==> config.mk <==
export PLATFORM = sky130hd
export DESIGN_NAME = game_controller
export DESIGN_NICKNAME = d
export VERILOG_FILES = /design/src/rtl/game_controller.sv
export SDC_FILE = /design/constraint.sdc
export NUM_CORES = 1
export LEC_CHECK = 0
export ABC_AREA = 1
export CORE_MARGIN = 1.5
export CORE_UTILIZATION = 60
export DETAILED_ROUTE_END_ITERATION = 10
export PLACE_DENSITY_LB_ADDON = 0.08
export SLEW_MARGIN = 20
export SYNTH_ARGS = -nofsm -noshare
export SYNTH_HDL_FRONTEND = slang
export SYNTH_SLANG_ARGS = --single-unit
export TNS_END_PERCENT = 100
==> constraint.sdc <==
create_clock -name clk -period 2.55 [get_ports clk]
set_clock_uncertainty 0.1 [all_clocks]
set_input_delay 0.3825 -clock clk [delete_from_list [all_inputs] [get_ports clk]]
set_output_delay 0.3825 -clock clk [all_outputs]
set_load 0.05 [all_outputs]
==> src/rtl/game_controller.sv <==
// Game-loop sequencer for the memory game: menu, colour shuffle, two-card reveal,
// timed show window, match check, pair/move counting, end screen and restart.
module game_controller #(
  parameter int N_PAIRS     = 8,
  parameter int IDX_W       = 4,
  parameter int COLOR_W     = 4,
  parameter int SHOW_CYCLES = 65000000,
  parameter int CNT_W       = 8
) (
  input  logic               clk,
  input  logic               rst_n,
  input  logic               start_butt_pressed,
  input  logic               abort_req,
  input  logic               compute_done,
  input  logic               card_pressed,
  input  logic [IDX_W-1:0]   card_idx,
  input  logic [COLOR_W-1:0] card_color,
  input  logic               card_matched,
  output logic               start_butt_en,
  output logic               compute_colors_en,
  output logic               update_cards_en,
  output logic               reveal_en,
  output logic [IDX_W-1:0]   reveal_idx,
  output logic [IDX_W-1:0]   first_idx,
  output logic [IDX_W-1:0]   second_idx,
  output logic               match_pulse,
  output logic               hide_pulse,
  output logic               end_screen_en,
  output logic [IDX_W-1:0]   pairs_found,
  output logic [CNT_W-1:0]   moves
);

  localparam int                SHOW_W    = $clog2(SHOW_CYCLES + 1);
  localparam logic [IDX_W:0]    N_CARDS   = (IDX_W + 1)'(2 * N_PAIRS);
  localparam logic [IDX_W-1:0]  PAIRS_ALL = IDX_W'(N_PAIRS);
  localparam logic [SHOW_W-1:0] SHOW_LOAD = SHOW_W'(SHOW_CYCLES - 1);

  typedef enum logic [3:0] {
    MAIN_MENU = 4'd0, COMPUTE, UPD1, WAIT1, DISC1, UPD2,
    WAIT2, DISC2, UPD3, SHOW, CHECK, ENDS
  } state_e;

  state_e              state, state_nxt;
  logic [COLOR_W-1:0]  color_a, color_b;
  logic [SHOW_W-1:0]   show_cnt;
  logic                abort_hit, click_ok, accept1, accept2, colors_eq, last_pair;
  logic                start_d, compute_d, update_d, reveal_d, match_d, hide_d, end_d;

  // Abort outranks everything, including a click that would otherwise be accepted.
  assign abort_hit = abort_req && (state != MAIN_MENU);
  assign click_ok  = card_pressed && ({1'b0, card_idx} < N_CARDS) && !card_matched;
  assign accept1   = (state == WAIT1) && click_ok && !abort_hit;
  assign accept2   = (state == WAIT2) && click_ok && (card_idx != first_idx) && !abort_hit;
  assign colors_eq = (color_a == color_b);
  assign last_pair = ((pairs_found + IDX_W'(1)) == PAIRS_ALL);

  // NOTE: clocked state uses non-blocking assignments so every register samples
  // the pre-edge values, independent of block ordering.
  always_ff @(posedge clk or negedge rst_n) begin
    if (!rst_n) state <= MAIN_MENU;
    else        state <= state_nxt;
  end

  // NOTE: every combinational output gets a default first, so no path infers a latch.
  always_comb begin
    state_nxt = state;
    if (abort_hit) begin
      state_nxt = MAIN_MENU;
    end else begin
      case (state)
        MAIN_MENU: if (start_butt_pressed) state_nxt = COMPUTE;
        COMPUTE:   if (compute_done)       state_nxt = UPD1;
        UPD1:      state_nxt = WAIT1;
        WAIT1:     if (accept1)            state_nxt = DISC1;
        DISC1:     state_nxt = UPD2;
        UPD2:      state_nxt = WAIT2;
        WAIT2:     if (accept2)            state_nxt = DISC2;
        DISC2:     state_nxt = UPD3;
        UPD3:      state_nxt = SHOW;
        SHOW:      if (show_cnt == '0)     state_nxt = CHECK;
        CHECK:     state_nxt = (colors_eq && last_pair) ? ENDS : UPD1;
        ENDS:      if (start_butt_pressed) state_nxt = MAIN_MENU;
        default:   state_nxt = MAIN_MENU;
      endcase
    end
  end

  always_comb begin
    start_d   = (state == MAIN_MENU);
    compute_d = (state == COMPUTE);
    update_d  = (state == UPD1) || (state == UPD2) || (state == UPD3);
    reveal_d  = (state == DISC1) || (state == DISC2);
    end_d     = (state == ENDS);
    match_d   = (state == CHECK) && !abort_hit && colors_eq;
    hide_d    = (state == CHECK) && !abort_hit && !colors_eq;
  end

  always_ff @(posedge clk or negedge rst_n) begin
    if (!rst_n) begin
      start_butt_en     <= 1'b0;
      compute_colors_en <= 1'b0;
      update_cards_en   <= 1'b0;
      reveal_en         <= 1'b0;
      match_pulse       <= 1'b0;
      hide_pulse        <= 1'b0;
      end_screen_en     <= 1'b0;
    end else begin
      start_butt_en     <= start_d;
      compute_colors_en <= compute_d;
      update_cards_en   <= update_d;
      reveal_en         <= reveal_d;
      match_pulse       <= match_d;
      hide_pulse        <= hide_d;
      end_screen_en     <= end_d;
    end
  end

  always_ff @(posedge clk or negedge rst_n) begin
    if (!rst_n) begin
      first_idx   <= '0;
      second_idx  <= '0;
      reveal_idx  <= '0;
      color_a     <= '0;
      color_b     <= '0;
      show_cnt    <= '0;
      pairs_found <= '0;
      moves       <= '0;
    end else begin
      case (state)
        MAIN_MENU: begin
          pairs_found <= '0;
          moves       <= '0;
          first_idx   <= '0;
          second_idx  <= '0;
        end
        WAIT1: if (accept1) begin
          first_idx <= card_idx;
          color_a   <= card_color;
        end
        WAIT2: if (accept2) begin
          second_idx <= card_idx;
          color_b    <= card_color;
        end
        DISC1: reveal_idx <= first_idx;
        DISC2: reveal_idx <= second_idx;
        UPD3:  show_cnt   <= SHOW_LOAD;
        SHOW:  if (show_cnt != '0) show_cnt <= show_cnt - SHOW_W'(1);
        CHECK: if (!abort_hit) begin
          if (moves != {CNT_W{1'b1}}) moves <= moves + CNT_W'(1);
          if (colors_eq) pairs_found <= pairs_found + IDX_W'(1);
        end
        default: ;
      endcase
    end
  end

endmodule

==> reports/metrics.yaml <==
finish:
  diodes: 0
  nets: 603
  fill_cells: 509
  layout.cells.non_filler: 665
  syn_to_final_growth_pct: 19.5
  multiInputGateArea_sq_um: 1860
  drive_gt1_share_pct: 6.29
  ff_latch_area_sq_um: 1730
clocking:
  clkSinkCount: 69
  numCtsBuffers: 9
  clockBufferDepth: 2
  clockRootBuffer: "clkbuf_8"
  cts_tree: "done"
  cts.clk_slew.worst_paths_ns: 0.07
  htree_levels: 3
  clock_latency_ns: 0.35
setup_path:
  worstPathMaxFanout: 42
  cp_cell_sequence: "inv_1 -> ha_1 -> inv_1 -> nor2_1 -> nand3_1 -> nor2_1 -> nand3_1 -> nand2_2 -> nand2_2 -> o21ai_0 -> o21ai_0"
  cp.required_ns: 2.65
  r2r_start: "show_cnt[0]$_DFFE_PN0P_"
  cpMaxStageDelayCell: "dfrtp_1"
  cp.arrival_ns: 2.28
  startpoint: "show_cnt[0]$_DFFE_PN0P_"
  crit_path_max_incr_delay_ns: 0.39
  crit_type: "reg -> reg"
  cp-start-kind: "register"
  crit_path_end_kind: "register"
sta:
  worst_slew_pin_slew_ns: 0.644
  fmax_ghz: 0.458
  finalCriticalPeriod_ns: 2.18
  finalSetupTns_ns: 0
  rsz0062_at_grt: "no"
  fin_crit_sh_pct: 85.5
  final_hold_viol_count: 0
  setup_viol: 0
  max_slew_margin_pct: 56.9
  slew_viol_final: 0
floorplanning:
  die_w_microns: 83.5
  ios: 46
  initial_core_util_pct: 61.6
  die_h_microns: 83.5
  core_area_sq_um: 6310
  dieArea_sq_um: 6970
  core.rowCount: 29
yosys:
  synth_top_cells_by_count: "129 x nand2_1, 74 x nor2_1, 69 x dfrtp_1"
  syn_inst: 529
  avgSynthCellArea_sq_um: 7.35
  synthDistinctLibCells: 31
  yosys-top-cells-area: "dfrtp_1 44%, nand2_1 12%, nand3_1 8.2%, nor2_1 7.1%, inv_1 6.3%"
  synth_largest_area_cell: "dfrtp_1"
  syn-num-nets: 549
  synth_edf_count: 0
  synth_top_area_share_pct: 44.4
  synth_seq_cells: 69
  synth_warnings: 0
  ys_seq_area_share_pct: 44.4
  yosysMostFrequentCell: "nand2_1"
  synth_ff_type: "dfrtp_1"
  async_reset_ff_share_pct: 100
  syn_area_sq_um: 3890
global_route:
  grt_pass1_wl_microns: 15600
  grt.total_usage_pct: 28.0
  grt_pass1_vias: 3432
  grt_remaining_overflow: 0
  grt_max_degree: 70
  antenna_found_initial: 0
routing:
  num_vias: 3713
  routed_wl_microns: 9170
  vias_per_cell: 5.58
  ant_nets: 0
  drtIter0Drc: 363
  route.detailed.drc: 0
  drtPass1Iterations: 5
  routedWlPerCell_microns: 13.8
power:
  power.leakage_uw: 0.00222
  power.density_nw_per_um2: 1020
  p_total_uw: 4740
  vdd_drop_max_v: 0.000678
min_path:
  holdCritPathClass: "reg -> reg"
  hp-start: "color_b[2]$_DFFE_PN0P_"
placement:
  place_inst: 648
  hpwl_microns: 6510
  place.gp.congestion: 0.923
  port_buffers: 45
run_status:
  outcome: "completed"
run:
  max-cap-violations: 0
-- state kept, by name, summed over array words and instances (netlist names) --
| register | cells |
|---|---|
| show_cnt | 26 |
| moves | 8 |
| color_a | 4 |
| color_b | 4 |
| first_idx | 4 |
| pairs_found | 4 |
| reveal_idx | 4 |
| second_idx | 4 |
| state | 4 |
| compute_colors_en | 1 |
| end_screen_en | 1 |
| hide_pulse | 1 |
| match_pulse | 1 |
| reveal_en | 1 |
| start_butt_en | 1 |
| update_cards_en | 1 |
-- cells in the final DEF (no fill, tap or decap), types with 3 or more instances in the layout --
cell	instances
clkdlybuf4s50_1	44
a21oi_1	7
o21ai_0	47
nand2_2	4
nand2_1	129
nand3_1	64
buf_4	6
ha_1	5
nand4_1	18
xor2_1	12
inv_1	65
nor2_1	74
xnor2_1	3
dfrtp_1	69
a31oi_1	3
clkinv_2	3
clkbuf_8	10
-- power by group --
part           total (uW)  internal (uW)  switching [uW]
Combinational        2180            677            1510
Sequential           1640           1380             255
Clock                 917            477             441
Total                4740           2540            2200
-- cell families after synthesis --
| kind of cell | after synthesis | share of synthesized area [%] |
|---|---|---|
| simple gates | 300 | 33.9 |
| flops | 69 | 44.4 |
| buf+inv | 76 | 7.82 |
| xor+xnor | 15 | 3.38 |
| fa+ha+maj | 5 | 1.61 |
| compound gates | 64 | 8.88 |
-- metrics by stage --
stage | worst slack [ns] | utilization, % | cell area [sq um] | hold WS, ns
final | 0.369 | 73.6 | 4650 | 0.410
after global routing | 0.0481 | 73.6 | 4650 | 0.450
after CTS | 0.398 | 73.6 | 4650 | 0.419
after detailed placement | 0.414 | 70.3 | 4440 | 0.335
after global placement | 0.493 | 70.3 | 4440 | 0.331
after floorplan | 0.551 | - | 3890 | -0.0131
-- per-layer routing --
metal | wire, microns | up-vias | part of all wire [%] | track usage (%)
met4 | 199 | 0 | 2.2 | 10.7
met2 | 4290 | 115 | 47 | 43.6
met3 | 464 | 23 | 5.1 | 4.95
met5 | 0 | - | 0 | 0
li1 | - | 1818 | - | -
met1 | 4220 | 1757 | 46 | 39.5
-- path summary, 6_finish.rpt --
| path | endpoint | slack [ns] | cells after the start |
|---|---|---|---|
| hold reg to reg | color_b[2]$_DFFE_PN0P_ | 0.41 | 2 |
| min in group asynchronous | show_cnt[20]$_DFFE_PN0P_ | 0.46 | 3 |
| setup / recovery | show_cnt[0]$_DFFE_PN0P_ | 0.37 | 11 |
| hold / removal | color_b[2]$_DFFE_PN0P_ | 0.41 | 2 |
| setup reg to reg | show_cnt[0]$_DFFE_PN0P_ | 0.37 | 11 |
| max in group asynchronous | moves[6]$_DFFE_PN0P_ | 1.58 | 3 |
-- critical path: cells and delay by family, from the launching register on --
family,cells,cell delay [ns]
fa+ha+maj,1,0.17
flops,1,0.39
simple gates,6,0.86
buf+inv,2,0.20
compound gates,2,0.31
-- cell type report --
cell class | instances | area share, %
Clock buffer | 10 | 2.96
Clock inverter | 6 | 1.32
Inverter | 66 | 5.33
Multi-Input combinational cell | 384 | 40.0
Sequential cell | 69 | 37.2
Tap cell | 77 | 2.07
Timing Repair Buffer | 53 | 11.2
-- what timing repair did --
item | 4_1_cts | 5_1_grt
hold endpoints to repair | 69 | 0
resized for setup | 0 | 0
buffers inserted | 0 | 0
hold buffers | 1 | 0
setup endpoints to repair | 0 | 0
Note: power is estimated with default switching activity, not from simulation.
